--- src/rtl/debug_tx_framer_if.sv ---
// Handshake bundle between the debug core / uart_tx and the debug frame serializer.
interface debug_tx_framer_if #(
  parameter int NB_DATA = 32,
  parameter int NB_BYTE = 8
);
  logic               i_send;
  logic [NB_DATA-1:0] i_pc;
  logic [NB_DATA-1:0] i_instruction;
  logic [NB_DATA-1:0] i_data;
  logic               i_tx_done_tick;
  logic               o_tx_start;
  logic [NB_BYTE-1:0] o_tx_data;
  logic               o_busy;
  logic               o_done;

  modport master (
    output i_send, i_pc, i_instruction, i_data, i_tx_done_tick,
    input  o_tx_start, o_tx_data, o_busy, o_done
  );

  modport slave (
    input  i_send, i_pc, i_instruction, i_data, i_tx_done_tick,
    output o_tx_start, o_tx_data, o_busy, o_done
  );
endinterface

--- src/rtl/debug_tx_framer.sv ---
// Snapshots PC/instruction/data and streams a header+payload+XOR-checksum frame to uart_tx.
module debug_tx_framer #(
  parameter int                NB_DATA = 32,
  parameter int                NB_BYTE = 8,
  parameter logic [NB_BYTE-1:0] HEADER = 8'hA5
) (
  input  logic              i_clk,
  input  logic              i_reset,
  debug_tx_framer_if.slave  bus
);
  localparam int         NPAY = 3 * NB_DATA / NB_BYTE;
  localparam logic [3:0] LAST = 4'(NPAY + 1);

  typedef enum logic [1:0] {IDLE, START, WAIT, DONE} state_t;

  state_t                         state;
  logic [3:0]                     byte_idx;
  logic [NPAY-1:0][NB_BYTE-1:0]   snap;
  logic [NPAY-1:0][NB_BYTE-1:0]   snap_in;
  logic [NB_BYTE-1:0]             csum;
  logic [NB_BYTE-1:0]             csum_in;
  logic [NB_BYTE-1:0]             next_byte;
  logic [3:0]                     nidx;

  // Element NPAY-1 is PC MSB, so payload byte k (1-based) lives at index NPAY-k.
  assign snap_in = {bus.i_pc, bus.i_instruction, bus.i_data};

  always_comb begin
    csum_in = '0;
    for (int i = 0; i < NPAY; i++) csum_in = csum_in ^ snap_in[i];
  end

  always_comb begin
    nidx      = byte_idx + 4'd1;
    next_byte = csum;
    if (nidx != LAST) next_byte = snap[4'(NPAY) - nidx];
  end

  always_ff @(posedge i_clk or posedge i_reset) begin
    if (i_reset) begin
      state          <= IDLE;
      byte_idx       <= '0;
      snap           <= '0;
      csum           <= '0;
      bus.o_tx_start <= 1'b0;
      bus.o_tx_data  <= '0;
      bus.o_busy     <= 1'b0;
      bus.o_done     <= 1'b0;
    end else begin
      case (state)
        IDLE: begin
          bus.o_done <= 1'b0;
          if (bus.i_send) begin
            snap           <= snap_in;
            csum           <= csum_in;
            byte_idx       <= '0;
            bus.o_tx_data  <= HEADER;
            bus.o_tx_start <= 1'b1;
            bus.o_busy     <= 1'b1;
            state          <= START;
          end
        end
        START: begin
          bus.o_tx_start <= 1'b0;
          state          <= WAIT;
        end
        WAIT: begin
          if (bus.i_tx_done_tick) begin
            if (byte_idx == LAST) begin
              bus.o_busy <= 1'b0;
              bus.o_done <= 1'b1;
              state      <= DONE;
            end else begin
              byte_idx       <= nidx;
              bus.o_tx_data  <= next_byte;
              bus.o_tx_start <= 1'b1;
              state          <= START;
            end
          end
        end
        DONE: begin
          bus.o_done <= 1'b0;
          state      <= IDLE;
        end
        default: state <= IDLE;
      endcase
    end
  end
endmodule

--- src/flat_wrapper.sv ---
// flat-port wrapper written by rule: the top's interface ports become plain ports
module debug_tx_framer_flat 
#(
  parameter int                NB_DATA = 32,
  parameter int                NB_BYTE = 8,
  parameter logic [NB_BYTE-1:0] HEADER = 8'hA5
)
  (i_clk, i_reset, bus_i_send, bus_i_pc, bus_i_instruction, bus_i_data, bus_i_tx_done_tick, bus_o_tx_start, bus_o_tx_data, bus_o_busy, bus_o_done);
  debug_tx_framer_if #(.NB_DATA(NB_DATA), .NB_BYTE(NB_BYTE)) bus_i ();
  input  logic i_clk;
  input  logic i_reset;
  input wire logic [$bits(bus_i.i_send)-1:0] bus_i_send;
  input wire logic [$bits(bus_i.i_pc)-1:0] bus_i_pc;
  input wire logic [$bits(bus_i.i_instruction)-1:0] bus_i_instruction;
  input wire logic [$bits(bus_i.i_data)-1:0] bus_i_data;
  input wire logic [$bits(bus_i.i_tx_done_tick)-1:0] bus_i_tx_done_tick;
  output wire logic [$bits(bus_i.o_tx_start)-1:0] bus_o_tx_start;
  output wire logic [$bits(bus_i.o_tx_data)-1:0] bus_o_tx_data;
  output wire logic [$bits(bus_i.o_busy)-1:0] bus_o_busy;
  output wire logic [$bits(bus_i.o_done)-1:0] bus_o_done;
  assign bus_i.i_send = bus_i_send;
  assign bus_i.i_pc = bus_i_pc;
  assign bus_i.i_instruction = bus_i_instruction;
  assign bus_i.i_data = bus_i_data;
  assign bus_i.i_tx_done_tick = bus_i_tx_done_tick;
  assign bus_o_tx_start = bus_i.o_tx_start;
  assign bus_o_tx_data = bus_i.o_tx_data;
  assign bus_o_busy = bus_i.o_busy;
  assign bus_o_done = bus_i.o_done;
  debug_tx_framer #(.NB_DATA(NB_DATA), .NB_BYTE(NB_BYTE), .HEADER(HEADER)) u_core (.i_clk(i_clk), .i_reset(i_reset), .bus(bus_i));
endmodule
--- config.mk ---
export PLATFORM = sky130hd
export DESIGN_NAME = debug_tx_framer_flat
export DESIGN_NICKNAME = d
export VERILOG_FILES = /design/src/rtl/debug_tx_framer_if.sv /design/src/rtl/debug_tx_framer.sv /design/src/flat_wrapper.sv
export SDC_FILE = /design/constraint.sdc
export NUM_CORES = 1
export LEC_CHECK = 0
export BUFFER_PORTS_ARGS = -buffer_cell sky130_fd_sc_hd__clkbuf_2
export CAP_MARGIN = 20
export CORE_ASPECT_RATIO = 1.5
export CORE_UTILIZATION = 57
export DETAILED_ROUTE_END_ITERATION = 12
export GPL_ROUTABILITY_DRIVEN = 0
export PLACE_DENSITY_LB_ADDON = 0.1
export RECOVER_POWER = 25
export SETUP_SLACK_MARGIN = 0.02
export SLEW_MARGIN = 10
export SYNTH_ARGS = -nofsm -noshare
export SYNTH_HDL_FRONTEND = slang
export SYNTH_SLANG_ARGS = --single-unit
--- constraint.sdc ---
create_clock -name i_clk -period 3.8 [get_ports i_clk]
set_input_delay 0 -clock i_clk [delete_from_list [all_inputs] [get_ports i_clk]]
set_output_delay 0 -clock i_clk [all_outputs]
set_load 0.02 [all_outputs]
==> out/metrics.yaml, run 1 <==
die_x_um: 89.2
final.setup.worst_slack_ns: 1.08
synth_top_area_share: 0.466
finalSetupTns_ns: 0
critPathSlowestCell: "ha_2"
die_h_um: 133
violations: "capacitance limit, slew limit"
rr_worst_depth: 7
final_nets: 800
synthTopCellsByCount: "121 x dfrtp_1, 104 x mux2_2, 89 x xnor2_1, 24 x mux4_2, 18 x a21oi_1"
ir_worst_vdd_mv: 0.468
post_cts_buffers: 0
switchingPower_mw: 2.10
die_area_um2: 11800
cts.sinks: 121
grt_usage: 0.284
worstMarginPinSlew_ns: 2.52
cpPeakStageDelay_ns: 0.73
seq_area_frac_synth: 0.466
path_buf_inv: 1
yosysMostFrequentCell: "dfrtp_1"
synth_area_per_cell_um2: 13.4
power_density_nw_per_um2: 765
grt_pass1_wl_mm: 25.0
yosysTopAreaCell: "dfrtp_1"
io_pins: 111
r2r_start: "u_core.byte_idx[1]$_DFFE_PP0P_"
first_pass_iters: 4
row_count: 47
synth-edff-count: 0
cp_cell_sequence: "inv_1 > ha_2 > nand2b_1 > o32ai_4 > nor4_4 > o21ai_0 > a21oi_1"
drv_slew: 66
startpoint_type: "flop"
ys_types: 43
synth-async-reset-ratio: 1.00
clk_pin_slew_ns: 0.05
diodes: 0
initialDrtViolationCount: 278
drive_gt1_frac: 0.399
syn-num-nets: 592
clock_latency_ns: 0.41
dpl.hpwl_mm: 9.47
ys_dominant_reg_cell: "dfrtp_1"
initial_core_util: 0.587
syn_area_um2: 6490
drtAntennaViolNets: 0
htree_num_levels: 4
switching_share: 0.316
crit_arrival_ns: 3.05
endpoint_kind: "flop"
worstHoldPathType: "input port to flop"
p_leak_nw: 3.65
synth_cells: 485
rsz0062_at_grt: "false"
r2r_setup_slack_ns: 1.08
status: "finished with violations"
drcViolationCount: 0
min_to: "u_core.bus.o_busy$_DFFE_PP0P_"
grt_pass1_vias: 5218
worstPathRequired_ns: 4.13
ys_seq_elements: 121
coreArea_um2: 11100
min_from: "bus_i_send"
dpl_worst_slack_ns: 1.05
io_buffer_count: 110
ys_warn_count: 0
nFillCells: 711
cts_tree: "yes"
antenna_found_initial: 0
final_core_util: 0.787
finalCriticalPeriod_ns: 2.72
combPwrFrac: 0.417
wl_per_cell_um: 17.9
critPathKind: "flop to flop"
synthToLayoutAreaGrowth_pct: 34.0
hold-path-cell-count: 3
critical_path.top_delay_family: "simple AND/OR/NAND/NOR gates"
cts.path.max_buffers: 2
relSlewSlack: -0.683
setup_viol: 0
num_vias: 4685
netlist_top_cells_area: "dfrtp_1 47%, mux2_2 18%, xnor2_1 12%"
root_buffer: "clkbuf_16"
p_clk_frac: 0.242
p_int_mw: 4.55
wl_mm: 15.2
worstReg2RegEnd: "u_core.bus.o_tx_data[0]$_DFFE_PP0P_"
finalHoldViolations: 0
max_cap_violations: 1
crit_fanout: 18
fin_skew_ns: 0.00545
pwr-share-seq: 0.341
grt_max_degree: 85
period_share: 0.717
gr-total-overflow: 0
numCtsBuffers: 17
max_freq_ghz: 0.367
drt-vias-per-instance: 5.49
-- placed cells by master, fill, tap and decap left out, types with 4 or more instances in the layout --
| cell type | n |
|---|---|
| dfrtp_1 | 121 |
| mux2_2 | 104 |
| clkbuf_2 | 99 |
| dlygate4sd3_1 | 98 |
| xnor2_1 | 89 |
| mux4_2 | 24 |
| a21oi_1 | 18 |
| clkbuf_16 | 17 |
| nand2_1 | 13 |
| o21ai_0 | 13 |
| clkbuf_1 | 11 |
| inv_1 | 8 |
| a211oi_2 | 8 |
| o21ai_1 | 7 |
| buf_4 | 7 |
| nor2_1 | 6 |
| ha_1 | 6 |
| clkinvlp_4 | 6 |
| nor2b_1 | 5 |
| o32ai_1 | 4 |
| o21bai_1 | 4 |
| clkbuf_8 | 4 |
-- tightest hold or removal path, delay by kind of cell --
family / cells / cell delay [ns]
buffers and inverters: 1 / 0.14
multiplexers: 1 / 0.09
AO/OA/AOI/OAI: 1 / 0.18
-- per-layer routing --
layer  global-route usage  vias up  wire length (µm)
met3               0.0605       36               604
met5                    0        -                 0
met1                0.318     2359              5870
li1                     -     2169                 -
met2                0.501      121              8270
met4                0.134        0               496
-- area by class of cell --
cell class | count | area, µm² | area share
multi-input cells | 330 | 3290 | 0.378
flip-flops and latches | 121 | 3030 | 0.348
repair buffers | 215 | 1570 | 0.180
clock buffers | 21 | 480 | 0.0552
well taps | 147 | 184 | 0.0211
clock inverters | 11 | 120 | 0.0138
inverters | 8 | 30.0 | 0.00345
-- power groups by stage --
stage	clock [mW]	combinational, mW	sequential (mW)
floorplan	0	2.21	2.17
global placement	0	2.62	2.25
detailed placement	0	2.70	2.27
CTS	1.62	2.80	2.27
global route	1.68	3.01	2.34
finish	1.61	2.78	2.27
-- metrics by stage --
stage          power, mW  hold slack [ns]  std cells  instance area, µm²
5_1_grt             7.03           0.0591        853                8700
6_report            6.66           0.0477        853                8700
2_1_floorplan       4.38            0.151        485                6490
3_3_place_gp        4.86            0.203        723                7140
4_1_cts             6.69           0.0337        853                8720
3_5_place_dp        4.97            0.214        723                7140
-- worst max path at each step --
| stage | startpoint | end | depth (start not counted) |
|---|---|---|---|
| 2_1_floorplan | i_reset | u_core.bus.o_busy$_DFFE_PP0P_ | 1 |
| 3_3_place_gp | u_core.byte_idx[1]$_DFFE_PP0P_ | u_core.bus.o_tx_data[6]$_DFFE_PP0P_ | 7 |
| 3_5_place_dp | u_core.byte_idx[1]$_DFFE_PP0P_ | u_core.bus.o_tx_data[4]$_DFFE_PP0P_ | 7 |
| 4_1_cts | u_core.byte_idx[1]$_DFFE_PP0P_ | u_core.bus.o_tx_data[4]$_DFFE_PP0P_ | 7 |
| 5_1_grt | i_reset | u_core.snap[12]$_DFFE_PP0P_ | 4 |
| 6_report | u_core.byte_idx[1]$_DFFE_PP0P_ | u_core.bus.o_tx_data[0]$_DFFE_PP0P_ | 7 |
-- timing repair --
action	4_1_cts	5_1_grt
hold buffers	98	0
gates resized for setup	0	0
endpoints found under the hold margin	161	0
setup endpoints to repair	0	0
-- sequential cells by signal, indices dropped and copies added, names as in the netlist --
register / cells
u_core.bus.o_busy: 1
u_core.snap: 96
u_core.bus.o_tx_data: 8
u_core.byte_idx: 4
u_core.bus.o_done: 1
u_core.csum: 8
u_core.state: 2
u_core.bus.o_tx_start: 1
-- cell families (layout without fill, tap and decap cells) --
kind of cell,Yosys count,after routing,synth area share
mux,129,129,0.265
flops,121,121,0.466
xor+xnor,89,89,0.120
compound gates,64,64,0.0709
simple gates,41,41,0.0358
buf+inv,34,255,0.0285
fa+ha+maj,7,7,0.0135
Power figures use the tool's default switching activity.
==> run 2: changes to the inputs <==
CORE_UTILIZATION = 51   (was 57)
clock period = 2.5 ns   (was 3.8 ns; I/O delays follow)
==> out/metrics.yaml, run 2 (synthesis gave the netlist of run 1 again) <==
cts_tree: "yes"
post_cts_buffers: 0
diodes: 0
worstMarginPinSlew_ns: 1.32
largest_register_ff_count: 96
wl_mm: 14.8
ir_worst_vdd_mv: 0.697
clk_pin_slew_ns: 0.05
finalSetupTns_ns: 0
p_leak_nw: 3.75
initialDrtViolationCount: 151
reg_top3: "u_core.snap: 96 flops, u_core.bus.o_tx_data: 8 flops, u_core.csum: 8 flops"
crit_arrival_ns: 2.61
crit_fanout: 11
row_count: 50
drcViolationCount: 0
power_density_nw_per_um2: 1180
initial_core_util: 0.522
wl_per_cell_um: 17.0
finalHoldViolations: 0
critPathKind: "flop to flop"
io_buffer_count: 110
max_cap_violations: 0
r2r_setup_slack_ns: 0.18
path_buf_inv: 2
startpoint_type: "flop"
nFillCells: 879
drtAntennaViolNets: 0
critPathSlowestCell: "mux4_2"
numCtsBuffers: 17
worstHoldPathType: "input port to flop"
worstPathRequired_ns: 2.78
critical_path.top_delay_family: "multiplexers"
dpl.hpwl_mm: 10.2
htree_num_levels: 4
period_share: 0.930
clock_latency_ns: 0.41
antenna_found_initial: 0
drv_slew: 0
io_pins: 111
final_cell_mix: "120 x dfrtp_1, 104 x mux2_2, 104 x clkbuf_2"
coreArea_um2: 12400
synthToLayoutAreaGrowth_pct: 37.0
drt-vias-per-instance: 5.32
final_common_cell: "dfrtp_1"
grt_usage: 0.251
root_buffer: "clkbuf_16"
relSlewSlack: 0.116
cp_cell_sequence: "inv_1 > ha_2 > buf_4 > mux4_2 > mux2_2 > o21ai_1 > a21oi_1"
final_nets: 808
gr-total-overflow: 0
finalCriticalPeriod_ns: 2.32
cts.sinks: 121
num_vias: 4626
drive_gt1_frac: 0.416
first_pass_iters: 6
grt_pass1_vias: 5166
cpPeakStageDelay_ns: 0.53
die_x_um: 94.1
setup_viol: 0
cts.path.max_buffers: 2
endpoint_kind: "flop"
largest_register: "u_core.snap"
die_h_um: 140
grt_max_degree: 55
fin_skew_ns: 0.00903
max_freq_ghz: 0.430
grt_pass1_wl_mm: 25.0
status: "finished clean"
die_area_um2: 13200
power_mw: 10.5
rsz0062_at_grt: "false"
==> run 2: changes by cell type in the layout (fill, tap and decap cells not counted), sizes merged <==
cell and delta:
clkinvlp -3, clkinv +1, bufinv +3, buf +7
==> run 2: tightest hold or removal path, cell delays in order <==
cell,delay (ns)
clkbuf_2,0.14
mux2i_1,0.10
a21o_1,0.18
==> run 2: layout make-up <==
type                            instances  area (µm²)  share of cell area
Timing Repair Buffer                  223        1690               0.190
Clock buffer                           20         467              0.0525
Tap cell                              156         195              0.0219
Sequential cell                       121        3030               0.340
Clock inverter                         12         194              0.0218
Multi-Input combinational cell        330        3290               0.370
Inverter                                8        31.3             0.00352
==> run 2: through the flow <==
stage	cell area, µm²	instances	hold WS [ns]	setup WS [ns]	utilization
after global routing	8900	870	0.0721	0.0429	0.715
after CTS	8920	870	0.0499	0.181	0.716
after floorplan	6500	485	0.151	0.0853	-
after global placement	7280	740	0.111	0.279	0.584
final	8900	870	0.0539	0.175	0.715
after detailed placement	7280	740	0.119	0.200	0.584
==> run 2: where the power goes <==
group,internal (mW),switching (mW)
registers,2.91,0.554
clock network,1.84,0.870
logic,2.57,1.77
total,7.32,3.20
==> run 2: worst paths after layout <==
kind | from | to | cells past startpoint
worst min register to register | u_core.csum[2]$_DFFE_PP0P_ | u_core.csum[2]$_DFFE_PP0P_ | 2
worst max-delay path | u_core.byte_idx[1]$_DFFE_PP0P_ | u_core.bus.o_tx_data[4]$_DFFE_PP0P_ | 7
max in group asynchronous | i_reset | u_core.snap[93]$_DFFE_PP0P_ | 4
worst max register to register | u_core.byte_idx[1]$_DFFE_PP0P_ | u_core.bus.o_tx_data[4]$_DFFE_PP0P_ | 7
min in group asynchronous | i_reset | u_core.snap[89]$_DFFE_PP0P_ | 3
worst min-delay path | bus_i_send | u_core.bus.o_busy$_DFFE_PP0P_ | 3
==> run 2: layer usage <==
metal,up-vias,global-route usage,share of wire
met5,-,0,0
met4,0,0.0891,0.017
met3,15,0.0521,0.031
met2,109,0.448,0.55
met1,2325,0.291,0.40
li1,2177,-,-
==> run 2: timing repair <==
item,CTS,global route
endpoints found under the setup margin,0,4
hold endpoints to repair,125,0
hold buffers,98,0
resized for setup,0,2
